==> src/rtl/core_pkg.sv <==
// Shared types and constants for the RV32 ALU control sequencer.
package core_pkg;

  typedef enum logic [2:0] {
    StIdle,
    StFetch,
    StDecode,
    StExecute,
    StWriteback,
    StHalt
  } state_e;

  localparam logic [3:0] ALU_ADD  = 4'd0;
  localparam logic [3:0] ALU_SUB  = 4'd1;
  localparam logic [3:0] ALU_SLL  = 4'd2;
  localparam logic [3:0] ALU_SLT  = 4'd3;
  localparam logic [3:0] ALU_SLTU = 4'd4;
  localparam logic [3:0] ALU_XOR  = 4'd5;
  localparam logic [3:0] ALU_SRL  = 4'd6;
  localparam logic [3:0] ALU_SRA  = 4'd7;
  localparam logic [3:0] ALU_OR   = 4'd8;
  localparam logic [3:0] ALU_AND  = 4'd9;

  localparam logic [6:0]  OPCODE_OP        = 7'b0110011;
  localparam logic [31:0] INSTR_ECALL      = 32'h0000_0073;
  localparam logic [31:0] DEFAULT_RESET_PC = 32'h0000_0000;

endpackage

==> src/rtl/core_sequencer_if.sv <==
// Instruction-memory valid/ready fetch channel.
interface core_sequencer_if #(
  parameter int unsigned XLEN = 32
) ();
  logic            imem_req;
  logic [XLEN-1:0] imem_addr;
  logic            imem_ready;
  logic [31:0]     imem_rdata;

  modport master (
    output imem_req,
    output imem_addr,
    input  imem_ready,
    input  imem_rdata
  );

  modport slave (
    input  imem_req,
    input  imem_addr,
    output imem_ready,
    output imem_rdata
  );
endinterface

==> src/rtl/instr_decoder.sv <==
// Combinational RV32 R-type ALU decoder; flags ECALL and a non-x0 destination.
module instr_decoder
  import core_pkg::*;
(
  input  logic [31:0] instr,
  output logic [3:0]  alu_op,
  output logic        is_legal,
  output logic        is_ecall,
  output logic        rd_nonzero
);
  logic [6:0] opcode;
  logic [6:0] funct7;
  logic [2:0] funct3;

  assign opcode     = instr[6:0];
  assign funct3     = instr[14:12];
  assign funct7     = instr[31:25];
  assign is_ecall   = (instr == INSTR_ECALL);
  assign rd_nonzero = (instr[11:7] != 5'd0);

  always_comb begin
    alu_op   = ALU_ADD;
    is_legal = 1'b0;
    if (opcode == OPCODE_OP) begin
      if (funct7 == 7'b0000000) begin
        is_legal = 1'b1;
        unique case (funct3)
          3'b000: alu_op = ALU_ADD;
          3'b001: alu_op = ALU_SLL;
          3'b010: alu_op = ALU_SLT;
          3'b011: alu_op = ALU_SLTU;
          3'b100: alu_op = ALU_XOR;
          3'b101: alu_op = ALU_SRL;
          3'b110: alu_op = ALU_OR;
          3'b111: alu_op = ALU_AND;
        endcase
      end else if (funct7 == 7'b0100000) begin
        // Only SUB and SRA have an alternate-funct7 form.
        if (funct3 == 3'b000) begin
          is_legal = 1'b1;
          alu_op   = ALU_SUB;
        end else if (funct3 == 3'b101) begin
          is_legal = 1'b1;
          alu_op   = ALU_SRA;
        end
      end
    end
  end
endmodule

==> src/rtl/core_sequencer.sv <==
// Multi-cycle fetch/decode/execute/writeback control FSM; owns PC and retired count.
module core_sequencer
  import core_pkg::*;
#(
  parameter int unsigned     XLEN     = 32,
  parameter logic [XLEN-1:0] RESET_PC = XLEN'(DEFAULT_RESET_PC)
) (
  input  logic                clk,
  input  logic                rst_n,
  input  logic                run,
  core_sequencer_if.master    imem,
  output logic [31:0]         instr,
  output logic [3:0]          alu_op,
  output logic                reg_write_en,
  output logic [XLEN-1:0]     pc,
  output logic [31:0]         instret,
  output logic                busy,
  output logic                halted,
  output logic                illegal
);
  state_e          state_q, state_d;
  logic [XLEN-1:0] pc_q, pc_d;
  logic [31:0]     instr_q, instr_d;
  logic [31:0]     instret_q, instret_d;
  logic [3:0]      alu_op_q, alu_op_d;
  logic            rd_nonzero_q, rd_nonzero_d;
  logic            reg_we_q, reg_we_d;
  logic            illegal_q, illegal_d;

  logic [3:0] dec_alu_op;
  logic       dec_is_legal;
  logic       dec_is_ecall;
  logic       dec_rd_nonzero;

  instr_decoder u_decoder (
    .instr      (instr_q),
    .alu_op     (dec_alu_op),
    .is_legal   (dec_is_legal),
    .is_ecall   (dec_is_ecall),
    .rd_nonzero (dec_rd_nonzero)
  );

  always_comb begin
    state_d      = state_q;
    pc_d         = pc_q;
    instr_d      = instr_q;
    instret_d    = instret_q;
    alu_op_d     = alu_op_q;
    rd_nonzero_d = rd_nonzero_q;
    reg_we_d     = 1'b0;
    illegal_d    = illegal_q;
    unique case (state_q)
      StIdle: begin
        if (run) state_d = StFetch;
      end
      StFetch: begin
        if (imem.imem_ready) begin
          instr_d = imem.imem_rdata;
          state_d = StDecode;
        end
      end
      StDecode: begin
        if (dec_is_ecall) begin
          state_d = StHalt;
        end else if (dec_is_legal) begin
          alu_op_d     = dec_alu_op;
          rd_nonzero_d = dec_rd_nonzero;
          state_d      = StExecute;
        end else begin
          illegal_d = 1'b1;
          state_d   = StHalt;
        end
      end
      StExecute: begin
        // Strobe is a flop: arm it on the way into writeback, never for x0.
        reg_we_d = rd_nonzero_q;
        state_d  = StWriteback;
      end
      StWriteback: begin
        pc_d      = pc_q + XLEN'(4);
        instret_d = instret_q + 32'd1;
        state_d   = run ? StFetch : StIdle;
      end
      StHalt: begin
        state_d = StHalt;
      end
      default: begin
        state_d = StIdle;
      end
    endcase
  end

  always_ff @(posedge clk) begin
    if (!rst_n) begin
      state_q      <= StIdle;
      pc_q         <= RESET_PC;
      instr_q      <= 32'h0;
      instret_q    <= 32'h0;
      alu_op_q     <= ALU_ADD;
      rd_nonzero_q <= 1'b0;
      reg_we_q     <= 1'b0;
      illegal_q    <= 1'b0;
    end else begin
      state_q      <= state_d;
      pc_q         <= pc_d;
      instr_q      <= instr_d;
      instret_q    <= instret_d;
      alu_op_q     <= alu_op_d;
      rd_nonzero_q <= rd_nonzero_d;
      reg_we_q     <= reg_we_d;
      illegal_q    <= illegal_d;
    end
  end

  assign imem.imem_req  = (state_q == StFetch);
  assign imem.imem_addr = pc_q;
  assign instr          = instr_q;
  assign alu_op         = alu_op_q;
  assign reg_write_en   = reg_we_q;
  assign pc             = pc_q;
  assign instret        = instret_q;
  assign busy           = (state_q != StIdle) && (state_q != StHalt);
  assign halted         = (state_q == StHalt);
  assign illegal        = illegal_q;
endmodule

==> src/flat_wrapper.sv <==
// flat-port wrapper written by rule: the top's interface ports become plain ports
module core_sequencer_flat import core_pkg::*;
#(
  parameter int unsigned     XLEN     = 32,
  parameter logic [XLEN-1:0] RESET_PC = XLEN'(DEFAULT_RESET_PC)
)
  (clk, rst_n, run, instr, alu_op, reg_write_en, pc, instret, busy, halted, illegal, imem_imem_req, imem_imem_addr, imem_imem_ready, imem_imem_rdata);
  core_sequencer_if #(.XLEN(XLEN)) imem_i ();
  input  logic clk;
  input  logic rst_n;
  input  logic run;
  output logic [31:0] instr;
  output logic [3:0] alu_op;
  output logic reg_write_en;
  output logic [XLEN-1:0] pc;
  output logic [31:0] instret;
  output logic busy;
  output logic halted;
  output logic illegal;
  output wire logic [$bits(imem_i.imem_req)-1:0] imem_imem_req;
  output wire logic [$bits(imem_i.imem_addr)-1:0] imem_imem_addr;
  input wire logic [$bits(imem_i.imem_ready)-1:0] imem_imem_ready;
  input wire logic [$bits(imem_i.imem_rdata)-1:0] imem_imem_rdata;
  assign imem_imem_req = imem_i.imem_req;
  assign imem_imem_addr = imem_i.imem_addr;
  assign imem_i.imem_ready = imem_imem_ready;
  assign imem_i.imem_rdata = imem_imem_rdata;
  core_sequencer #(.XLEN(XLEN), .RESET_PC(RESET_PC)) u_core (.clk(clk), .rst_n(rst_n), .run(run), .imem(imem_i), .instr(instr), .alu_op(alu_op), .reg_write_en(reg_write_en), .pc(pc), .instret(instret), .busy(busy), .halted(halted), .illegal(illegal));
endmodule
==> config.mk <==
export PLATFORM = sky130hd
export DESIGN_NAME = core_sequencer_flat
export DESIGN_NICKNAME = d
export VERILOG_FILES = /design/src/rtl/core_pkg.sv /design/src/rtl/core_sequencer_if.sv /design/src/rtl/instr_decoder.sv /design/src/rtl/core_sequencer.sv /design/src/flat_wrapper.sv
export SDC_FILE = /design/constraint.sdc
export NUM_CORES = 1
export LEC_CHECK = 0
export CAP_MARGIN = 10
export CORE_MARGIN = 3
export CORE_UTILIZATION = 39
export CTS_CLUSTER_DIAMETER = 50
export DETAILED_ROUTE_END_ITERATION = 10
export GPL_ROUTABILITY_DRIVEN = 1
export PLACE_DENSITY_LB_ADDON = 0.08
export SLEW_MARGIN = 25
export SYNTH_ARGS = -nofsm -noshare
export SYNTH_HDL_FRONTEND = slang
export SYNTH_SLANG_ARGS = --single-unit
==> constraint.sdc <==
create_clock -name clk -period 2.3 [get_ports clk]
set_clock_uncertainty 0.15 [all_clocks]
set_input_delay 0.46 -clock clk [delete_from_list [all_inputs] [get_ports clk]]
set_output_delay 0.46 -clock clk [all_outputs]
set_load 0.05 [all_outputs]
-- Word level (Yosys, flattened, before mapping)
Memories as Yosys holds them, arrays and structs flattened. A register that Yosys moved wholly into a read port is not among the register bits.
Cells that the tools add are included.
Widths: inputs -> output; s select.
- register bits: 106
- bits in latches: 0
- RAM bits: 0
- bits in read-only memories: 32
- input bits: 36
- output and inout bits: 137
- logic and storage cells: 54
- memories kept: 1
- memory list (name ; words ; bits a word ; read ports ; clocked after Yosys merged registers in ; write ports ; RTL line ; text):
    (no name shown) ; 8 ; 4 ; 1 ; 1 ; 0 ; instr_decoder.sv:27 ; unique case (funct3)
- add/sub/neg operators: 2
- multipliers: 0
- div/mod/pow operators: 0
- order comparisons: 0
- eq/ne operators: 12
- shifts and indexed selects: 0
- multiplexer cells: 18
- bitwise gates (word level): 2
- reduce and logical (&&, ||, !) cells: 11
- operators by type and width (kind ; count):
    $add 32x1->32 const B ; 1
    $add 32x3->32 const B ; 1
    $eq 32x7->1 const B ; 1
    $mux 3 ; 9
    $pmux 3 s6 ; 1
    $eq 7x6->1 const B ; 2
    $eq 3x3->1 const B ; 3
    $mux 4 ; 2
    $logic_not 7->1 ; 1
    $eq 3x2->1 const B ; 2
    $logic_not 3->1 ; 2
    $mux 1 ; 6
    $reduce_and 2->1 ; 3
    $reduce_and 3->1 ; 2
    $reduce_bool 5->1 ; 1
    $eq 3x1->1 const B ; 1
    $ne 3x3->1 const B ; 1
    $reduce_bool 3->1 ; 1
    $ne 2x1->1 const B ; 1
    $ne 2x2->1 const B ; 1
    $not 1->1 ; 2
    $logic_and 1x1->1 ; 1

-- Longest topological paths before layout
Gate-level depths: netlist of run 1.
- word-level depth: 9
- depth in mapped cells: 9
- gate-level depth less buffers: 6

-- By module
A second synthesis of run 1 with hierarchy kept.
- cells, all modules: 609
- area total of the unflattened synthesis: 5036.1 um^2
- by module, submodules not included (module ; times used ; cells an instance ; area an instance (um^2) ; sequential area each (um^2)):
    core_sequencer ; 1 ; 570 ; 4755.8 ; 2082.0
    instr_decoder ; 1 ; 39 ; 280.3 ; 0.0

-- Worst setup path after synthesis of run 1
OpenSTA, ideal clock, no wires.
- kind: reg-to-reg
- start point: register u_core.instret_q[11], in the netlist u_core.instret[11]
- end point: register u_core.instret_q[23], in the netlist u_core.instret[23]
- setup time: 70 ps
- arrival time: 2310 ps
- required time: 2080 ps
- setup slack: -231 ps
- cell stages (with the launch flop): 7
- path buffers: 2
- clock period less this slack: 2531 ps
- path through: dfxtp_1 > nand4_1 > or4_1 > clkbuf_1 > buf_2 > or4_1 > a21oi_1
- word-level cells in the longest chain between the ends: 1
- ends and longest elaborated chain (element ; RTL line ; text):
    start, declared ; core_sequencer.sv:24 ; logic [31:0] instret_q, instret_d;
    start signal, assigned ; core_sequencer.sv:107 ; instret_q <= instret_d;
    $add 32x1->32 ; core_sequencer.sv:81 ; instret_d = instret_q + 32'd1;
Every way passes these cells.
A chain may end at the register's enable or synchronous reset.

-- Final worst setup path of run 1
- start point: register u_core.pc_q[6], in the netlist u_core.imem.imem_addr[6]
- end point: output imem_imem_addr[6]
- RTL lines (element ; RTL line ; text):
    start, declared ; core_sequencer.sv:22 ; logic [XLEN-1:0] pc_q, pc_d;
    start signal, assigned ; core_sequencer.sv:105 ; pc_q <= pc_d;
    end, declared ; flat_wrapper.sv:21 ; output wire logic [$bits(imem_i.imem_addr)-1:0] imem_imem_addr;
No word-level cell between the ends.

==> results.cfg, run 1 <==
[final_layout]
design_area_sq_um = 7270
n_antenna_cell = 0
syn_to_final_growth_pct = 41.2
layout-drive-gt1-share = 0.108
fin_nets = 797
multiInputGateArea_sq_um = 2560
fill_cells = 1178
seq_area_sq_um = 2200

[floorplanning]
initial_core_util = 0.403
die_w_um = 121
core_area_sq_um = 12800
die_height_um = 121
io_pins = 173
design.die.area_sq_um = 14600
rows = 41

[global_routing]
antenna_found_initial = 0
grt_pass1_vias = 4656
grt_pass1_wl_um = 22700
grt_overflow = 0
track_usage = 0.191
grt_start_max_net_pins = 55

[worst_hold_path]
min_path_type = reg2reg

[synthesis]
synth_top_family_by_area = simple AND/OR/NAND/NOR gates
synth-compound-area-share = 0.146
synthAdderAreaFrac = 0.0122
yosysUniqueCellTypes = 46
netlist_instances = 613
ys.flop_type = dfxtp_1
synth_mux_area_frac = 0.0241
avgSynthCellArea_sq_um = 8.40
synthArstFlopShare = 0
netlist_area_sq_um = 5150
yosysWarnings = 0
synth.top_cell.area_share = 0.420
synth_seq_cells = 108
synthXorXnorAreaFrac = 0.0323
synthTopCellsByArea = dfxtp_1, a21oi_1, nand2_1
synth_seq_area_share = 0.420
yosysTopAreaCell = dfxtp_1
synth_edf_count = 0
yosys.area_share.simple = 0.276

[pwr]
cellPowerDensity_nw_per_um2 = 528
leakage_uw = 0.00264
peakVddDrop_mv = 0.316
fin_total_pwr_uw = 3840

[detailed_routing]
drtPass1Iterations = 4
drc = 0
drt-total-wl_um = 14200
via_per_inst = 5.36
vias = 4995
ant_nets = 0
post_drt_wl_per_cell_um = 15.3
drt_iter0_drc = 315

[timing]
worst_slack_ns = 0.0543
tightestPinTransition_ns = 0.585
setup_viol = 0
min_period_ns = 2.25
holdWs_ns = 0.301
slew_headroom = 0.610
hold_viol = 0
fmax_mhz = 445
slew_viol_final = 0
rsz0062_at_grt = no
finalSetupTns_ns = 0
final.period_utilization = 0.976

[run]
drv_cap = 0

[clock_tree]
htree_num_levels = 3
clk_latency_ns = 0.35
numCtsBuffers = 9
cts_buffer_depth = 2
cts_sinks = 108
holdBufCountCts = 0
cts_root_buf = clkbuf_16
tritoncts = done
clk_pin_slew_ns = 0.07

[run_status]
status = complete, no violations

[place]
gp_congestion = 0.852
dp_hpwl_um = 10300
place_area_sq_um = 6960
dp_slack_ns = -0.235
port-buffer-count = 168

[worst_setup_path]
path_max_fanout = 11
cp_slowest_stage_delay_ns = 0.84
arrival_ns = 1.64
path_class = reg2out
cp-end-kind = primary output
crit_chain = clkdlybuf4s50_1
critPathBufInv = 1
critPathRequiredTime_ns = 1.69
cpLargestDelayFamily = buffers and inverters
critPathSlowestCell = clkdlybuf4s50_1
worstSetupStartpointType = flip-flop
[final timing paths]
check,slack (ns),depth (start not counted),to,from
worst max register to register,0.09,4,u_core.instret[25]$_SDFFE_PN0N_,u_core.state_q[1]$_SDFFE_PN0P_
worst max-delay path,0.05,1,imem_imem_addr[6],u_core.imem.imem_addr[6]$_SDFFE_PN0N_
worst min register to register,0.30,2,u_core.reg_write_en$_SDFF_PN0_,u_core.rd_nonzero_q$_SDFFE_PN0P_
worst min-delay path,0.30,2,u_core.reg_write_en$_SDFF_PN0_,u_core.rd_nonzero_q$_SDFFE_PN0P_
[metrics by stage]
stage / std cells / util
final: 932 / 0.569
after floorplan: 616 / -
after global placement: 915 / 0.545
after detailed placement: 915 / 0.545
after global routing: 932 / 0.569
after CTS: 930 / 0.565
[cell families (layout without fill, tap and decap cells)]
kind of cell | after synthesis | count (layout)
XOR/XNOR | 19 | 19
other | 1 | 4
multiplexers | 12 | 12
buffers and inverters | 83 | 227
adder cells (fa/ha/maj) | 5 | 5
AND/OR/NAND/NOR | 256 | 256
AO/OA/AOI/OAI | 129 | 129
flip-flops | 108 | 108
[state kept, by name, indices dropped and copies added, names as in the netlist, named ones only]
| signal | cells |
|---|---|
| u_core.alu_op | 4 |
| u_core.illegal | 1 |
| u_core.imem.imem_addr | 30 |
| u_core.instr | 32 |
| u_core.instret | 32 |
| u_core.rd_nonzero_q | 1 |
| u_core.reg_write_en | 1 |
| u_core.state_q | 3 |
[layer usage]
layer	GRT usage	routed length, um	vias up
met3	0.0527	987	19
met2	0.310	6790	147
li1	-	-	2479
met5	0	0	-
met1	0.242	6200	2350
met4	0.0694	257	0
[cell usage in the layout, fill, tap and decap left out, drive strengths merged, types with 5 or more instances in the layout]
cell / count
buf: 39
clkdlybuf4s50: 144
nand2: 95
and2: 6
o31ai: 30
ha: 5
nor2: 22
xor2: 11
dfxtp: 108
or3: 12
nand3: 18
clkbuf: 13
o21ai: 14
or4: 34
nor4: 7
and4: 10
dlymetal6s2s: 13
nand4: 23
a21oi: 76
inv: 12
mux2i: 9
xnor2: 8
[cells in the mapped netlist (all sizes together), types with 5 or more instances]
master,number
a21oi,76
and2,6
and4,10
buf,43
clkbuf,28
dfxtp,108
ha,5
inv,12
mux2i,9
nand2,95
nand3,18
nand4,23
nor2,22
nor4,7
o21ai,14
o31ai,30
or3,12
or4,34
xnor2,8
xor2,11
[layout make-up]
cell class / count / share of cell area
inverters: 12 / 0.00620
clock inverters: 2 / 0.00138
well taps: 172 / 0.0296
repair buffers: 200 / 0.273
clock buffers: 13 / 0.0358
multi-input cells: 425 / 0.352
flip-flops and latches: 108 / 0.302
[timing repair]
action                     in CTS  in global routing
cloned                          0                  0
setup endpoints to repair       5                 18
gates resized for setup         4                 13
buffers inserted                0                  2
[power by group]
part / leakage [uW] / internal [uW] / switching [uW] / total (uW)
Sequential: 0.000884 / 1900 / 27.3 / 1930
Combinational: 0.00162 / 188 / 270 / 458
Clock: 0.000135 / 786 / 668 / 1450
Power figures use the tool's default switching activity.
==> inputs of run 2 (changes only) <==
--- a/config.mk
+++ b/config.mk
@@ -6,6 +6,7 @@
 export NUM_CORES = 1
 export LEC_CHECK = 0
 export CAP_MARGIN = 10
+export CORE_ASPECT_RATIO = 0.9
 export CORE_MARGIN = 3
 export CORE_UTILIZATION = 39
 export CTS_CLUSTER_DIAMETER = 50
==> run 2 against run 1 <==
Maximum frequency grew 0.19%. Core utilization shrank 0.23 points. Sequential share of layout area grew 0.094 points. Clock-buffer cell count grew 1. Total power shrank 0.64%. First-iteration DRC count is the same. Flip-flop and latch count is the same. Critical path type unchanged. Critical endpoint is now instr[12].
==> results.cfg, run 2 (synthesis results as in run 1) <==
[run_status]
status = complete, no violations

[worst_setup_path]
cp_slowest_stage_delay_ns = 0.85
crit_chain = clkdlybuf4s50_1
cpLargestDelayFamily = buffers and inverters
cp-end-kind = primary output
critPathRequiredTime_ns = 1.69
critPathBufInv = 1
worstSetupStartpointType = flip-flop
path_max_fanout = 5
arrival_ns = 1.63
path_class = reg2out
critPathSlowestCell = clkdlybuf4s50_1

[clock_tree]
tritoncts = done
numCtsBuffers = 9
post_cts_buffers = 0
clk_latency_ns = 0.35
holdBufCountCts = 0
cts_root_buf = clkbuf_16
cts_buffer_depth = 2
htree_num_levels = 3
clk_pin_slew_ns = 0.07
cts_sinks = 108

[global_routing]
use_met1 = 0.245
grt_overflow = 0
antenna_found_initial = 0
grt_pass1_vias = 4680
grtUsageMet3 = 0.0641
track_usage = 0.188
use_met2 = 0.299
grt_start_max_net_pins = 80
grt_pass1_wl_um = 22700
top_usage_layer = met2

[final_layout]
syn_to_final_growth_pct = 40.8
fin_nets = 792
layout-drive-gt1-share = 0.102
multiInputGateArea_sq_um = 2560
fill_cells = 1162
layout_common_cells = clkdlybuf4s50_1, nand2_1, dfxtp_1, a21oi_1, or4_1
seq_area_sq_um = 2200
n_antenna_cell = 0
layout_commonest_cell = clkdlybuf4s50_1

[timing]
tightestPinTransition_ns = 0.541
slew_headroom = 0.638
setup_viol = 0
holdWs_ns = 0.308
hold_viol = 0
slew_viol_final = 0
final.period_utilization = 0.975
rsz0062_at_grt = no
min_period_ns = 2.24
fmax_mhz = 446
finalSetupTns_ns = 0

[pwr]
leakage_uw = 0.00278
fin_total_pwr_uw = 3810
peakVddDrop_mv = 0.390
cellPowerDensity_nw_per_um2 = 526

[detailed_routing]
drc = 0
via_per_inst = 5.31
drtPass1Iterations = 4
post_drt_wl_per_cell_um = 15.0
drt_iter0_drc = 315
vias = 4881
drt-total-wl_um = 13800
ant_nets = 0

[floorplanning]
design.die.area_sq_um = 14600
rows = 39
die_height_um = 115
die_w_um = 127
core_area_sq_um = 12800
initial_core_util = 0.403
io_pins = 173

[run]
drv_cap = 0

[place]
gp_congestion = 0.809
port-buffer-count = 168
dp_hpwl_um = 10000

[worst_hold_path]
min_path_type = reg2reg
[run 2: cell count changes in the layout (fill, tap and decap cells not counted), sizes merged]
cell | previous run | this run
dlymetal6s2s | 13 | 23
clkdlybuf4s50 | 144 | 136
buf | 39 | 34
dlygate4sd2 | 4 | 2
clkbuf | 13 | 14
[run 2: final cells by class]
cell class              instances  share of cell area
flip-flops and latches        108               0.303
repair buffers                195               0.272
well taps                     164              0.0283
clock inverters                 2             0.00138
clock buffers                  14              0.0351
inverters                      12             0.00622
multi-input cells             425               0.354
[run 2: per-stage QoR]
step | cells | instance area [sq um] | util | setup WS [ns]
CTS | 920 | 7180 | 0.562 | 0.00573
floorplan | 616 | 5200 | - | 0.0116
detailed placement | 904 | 6920 | 0.541 | -0.256
global placement | 904 | 6920 | 0.541 | -0.138
finish | 920 | 7250 | 0.567 | 0.0584
global route | 920 | 7250 | 0.567 | 0.000130
[run 2: per-layer routing]
metal  share of wire  vias up
met3           0.072       17
met1            0.46     2261
met4           0.019        0
met5               0        -
li1                -     2461
met2            0.45      142
[run 2: power by group]
group,leakage [uW],switching (uW),internal [uW],total [uW]
logic,0.00177,271,187,458
registers,0.000884,28.1,1900,1930
clock network,0.000131,665,763,1430
total,0.00278,964,2850,3810
[run 2: final timing paths]
check / slack [ns] / cells after the start / from / endpoint
worst max-delay path: 0.06 / 1 / u_core.instr[12]$_SDFFE_PN0N_ / instr[12]
worst min-delay path: 0.31 / 2 / u_core.alu_op[1]$_SDFFE_PN0P_ / u_core.alu_op[1]$_SDFFE_PN0P_
worst max register to register: 0.07 / 6 / u_core.instret[0]$_SDFFE_PN0N_ / u_core.instret[12]$_SDFFE_PN0N_
worst min register to register: 0.31 / 2 / u_core.alu_op[1]$_SDFFE_PN0P_ / u_core.alu_op[1]$_SDFFE_PN0P_
[run 2: repair_timing]
action | 4_1_cts | 5_1_grt
endpoints found under the setup margin | 2 | 24
gates resized for setup | 2 | 24
hold endpoints to repair | 0 | 0
[run 2: worst register-to-register path: stages, from the launching register on]
cell     delay (ns)
dfxtp_4        0.36
ha_1           0.22
inv_1          0.07
or4_1          0.54
buf_4          0.22
or4_1          0.41
a21oi_1        0.17
==> inputs of run 3 (changes only) <==
--- a/config.mk
+++ b/config.mk
@@ -5,8 +5,8 @@
 export SDC_FILE = /design/constraint.sdc
 export NUM_CORES = 1
 export LEC_CHECK = 0
-export CAP_MARGIN = 10
-export CORE_ASPECT_RATIO = 0.9
+export CAP_MARGIN = 30
+export CORE_ASPECT_RATIO = 0.7
 export CORE_MARGIN = 3
 export CORE_UTILIZATION = 39
 export CTS_CLUSTER_DIAMETER = 50
==> run 3 against run 2 <==
Final area up 0.78%. Non-clock buffer count up 2. Total power up 2.4%. Critical path type unchanged. Largest cell class unchanged. Largest power group unchanged. Highest routed layer unchanged.
==> results.cfg, run 3 (synthesis results as in run 1) <==
[worst_hold_path]
min_path_type = reg2reg

[clock_tree]
cts_sinks = 108
clk_latency_ns = 0.34
clk_pin_slew_ns = 0.07
holdBufCountCts = 0
cts_root_buf = clkbuf_16
tritoncts = done
cts_buffer_depth = 2
htree_num_levels = 3
numCtsBuffers = 9

[worst_setup_path]
reg2reg_setup_slack_ns = 0.08
worstSetupStartpointType = flip-flop
cp_slowest_stage_delay_ns = 0.84
path_class = reg2out
crit_chain = clkdlybuf4s50_1
critPathRequiredTime_ns = 1.69
cp-end-kind = primary output
arrival_ns = 1.63
critPathBufInv = 1
cpLargestDelayFamily = buffers and inverters
critPathSlowestCell = clkdlybuf4s50_1
path_max_fanout = 11

[detailed_routing]
drtPass1Iterations = 4
post_drt_wl_per_cell_um = 16.1
via_per_inst = 5.42
drc = 0
drt-total-wl_um = 14800
ant_nets = 0
drt_iter0_drc = 233
vias = 4993

[place]
gp_congestion = 0.851
dp_hpwl_um = 10400
placed_cells = 903
port-buffer-count = 168

[global_routing]
grt_pass1_wl_um = 23100
grt_overflow = 0
grt_start_max_net_pins = 86
track_usage = 0.193
grt_pass1_vias = 4563
antenna_found_initial = 0

[timing]
tightestPinTransition_ns = 0.545
slew_viol_final = 0
slew_headroom = 0.636
setup_viol = 0
min_period_ns = 2.24
fmax_mhz = 446
final.period_utilization = 0.974
finalSetupTns_ns = 0
hold_viol = 0

[floorplanning]
io_pins = 173
initial_core_util = 0.406
die_w_um = 143
die_height_um = 102
design.die.area_sq_um = 14600
rows = 34
core_area_sq_um = 12700

[final_layout]
layoutNonFillerInstCount = 921
layout-drive-gt1-share = 0.105
post-route-util = 0.576
n_antenna_cell = 0
fill_cells = 1149
fin_nets = 795
syn_to_final_growth_pct = 41.9
layout_commonest_cell = clkdlybuf4s50_1
layout_common_cells = clkdlybuf4s50_1, nand2_1, dfxtp_1, a21oi_1, or4_1

[pwr]
cellPowerDensity_nw_per_um2 = 535
leakage_uw = 0.00280
peakVddDrop_mv = 0.434

[run_status]
status = complete, no violations

[run]
drv_cap = 0
## run 3: changes by cell type in the layout (fill, tap and decap cells not counted)
cell	delta
clkinvlp_4	+2
clkinv_1	+2
buf_4	-1
clkbuf_8	-1
buf_6	+2
clkinv_2	-2
or4_1	-1
clkdlybuf4s50_1	+1
bufinv_16	+1
clkbuf_1	-2
or4_4	+1
or4_2	+1
## run 3: routing by layer
metal	wire (um)	vias up	track usage
li1	-	2468	-
met1	7070	2365	0.272
met2	6590	149	0.291
met3	1050	11	0.0636
met4	116	0	0.0434
met5	0	-	0
## run 3: power by group
group / leakage [uW] / internal (uW) / switching (uW)
logic: 0.00178 / 183 / 273
clock network: 0.000131 / 839 / 683
registers: 0.000884 / 1900 / 28.2
## run 3: path summary, 6_finish.rpt
kind / startpoint / end / cells past startpoint
setup / recovery: u_core.imem.imem_addr[6]$_SDFFE_PN0N_ / pc[6] / 1
hold / removal: u_core.rd_nonzero_q$_SDFFE_PN0P_ / u_core.reg_write_en$_SDFF_PN0_ / 2
hold reg to reg: u_core.rd_nonzero_q$_SDFFE_PN0P_ / u_core.reg_write_en$_SDFF_PN0_ / 2
setup reg to reg: u_core.instret[13]$_SDFFE_PN0N_ / u_core.instret[28]$_SDFFE_PN0N_ / 5
## run 3: timing repair
| item | 4_1_cts | 5_1_grt |
|---|---|---|
| resized for setup | 2 | 27 |
| gates cloned | 0 | 1 |
| endpoints found under the setup margin | 2 | 33 |
| setup buffers | 0 | 1 |
| pin swaps | 0 | 3 |
## run 3: layout make-up
class,instances,area [sq um],area share
multi-input combinational,426,2580,0.353
sequential,108,2200,0.301
clock inverter,5,52.6,0.00720
timing repair buffer,197,2000,0.273
inverter,12,45.0,0.00617
tap,162,203,0.0278
clock buffer,11,233,0.0319
## run 3: per-stage QoR
stage | worst slack [ns] | power [uW] | hold slack, ns | area (sq um)
after floorplan | 0.0116 | 2230 | 0.269 | 5200
after global placement | -0.208 | 2420 | 0.279 | 6930
after detailed placement | -0.326 | 2420 | 0.283 | 6930
after CTS | 0.0120 | 3950 | 0.292 | 7210
after global routing | -0.00276 | 4060 | 0.317 | 7300
final | 0.0600 | 3910 | 0.290 | 7300
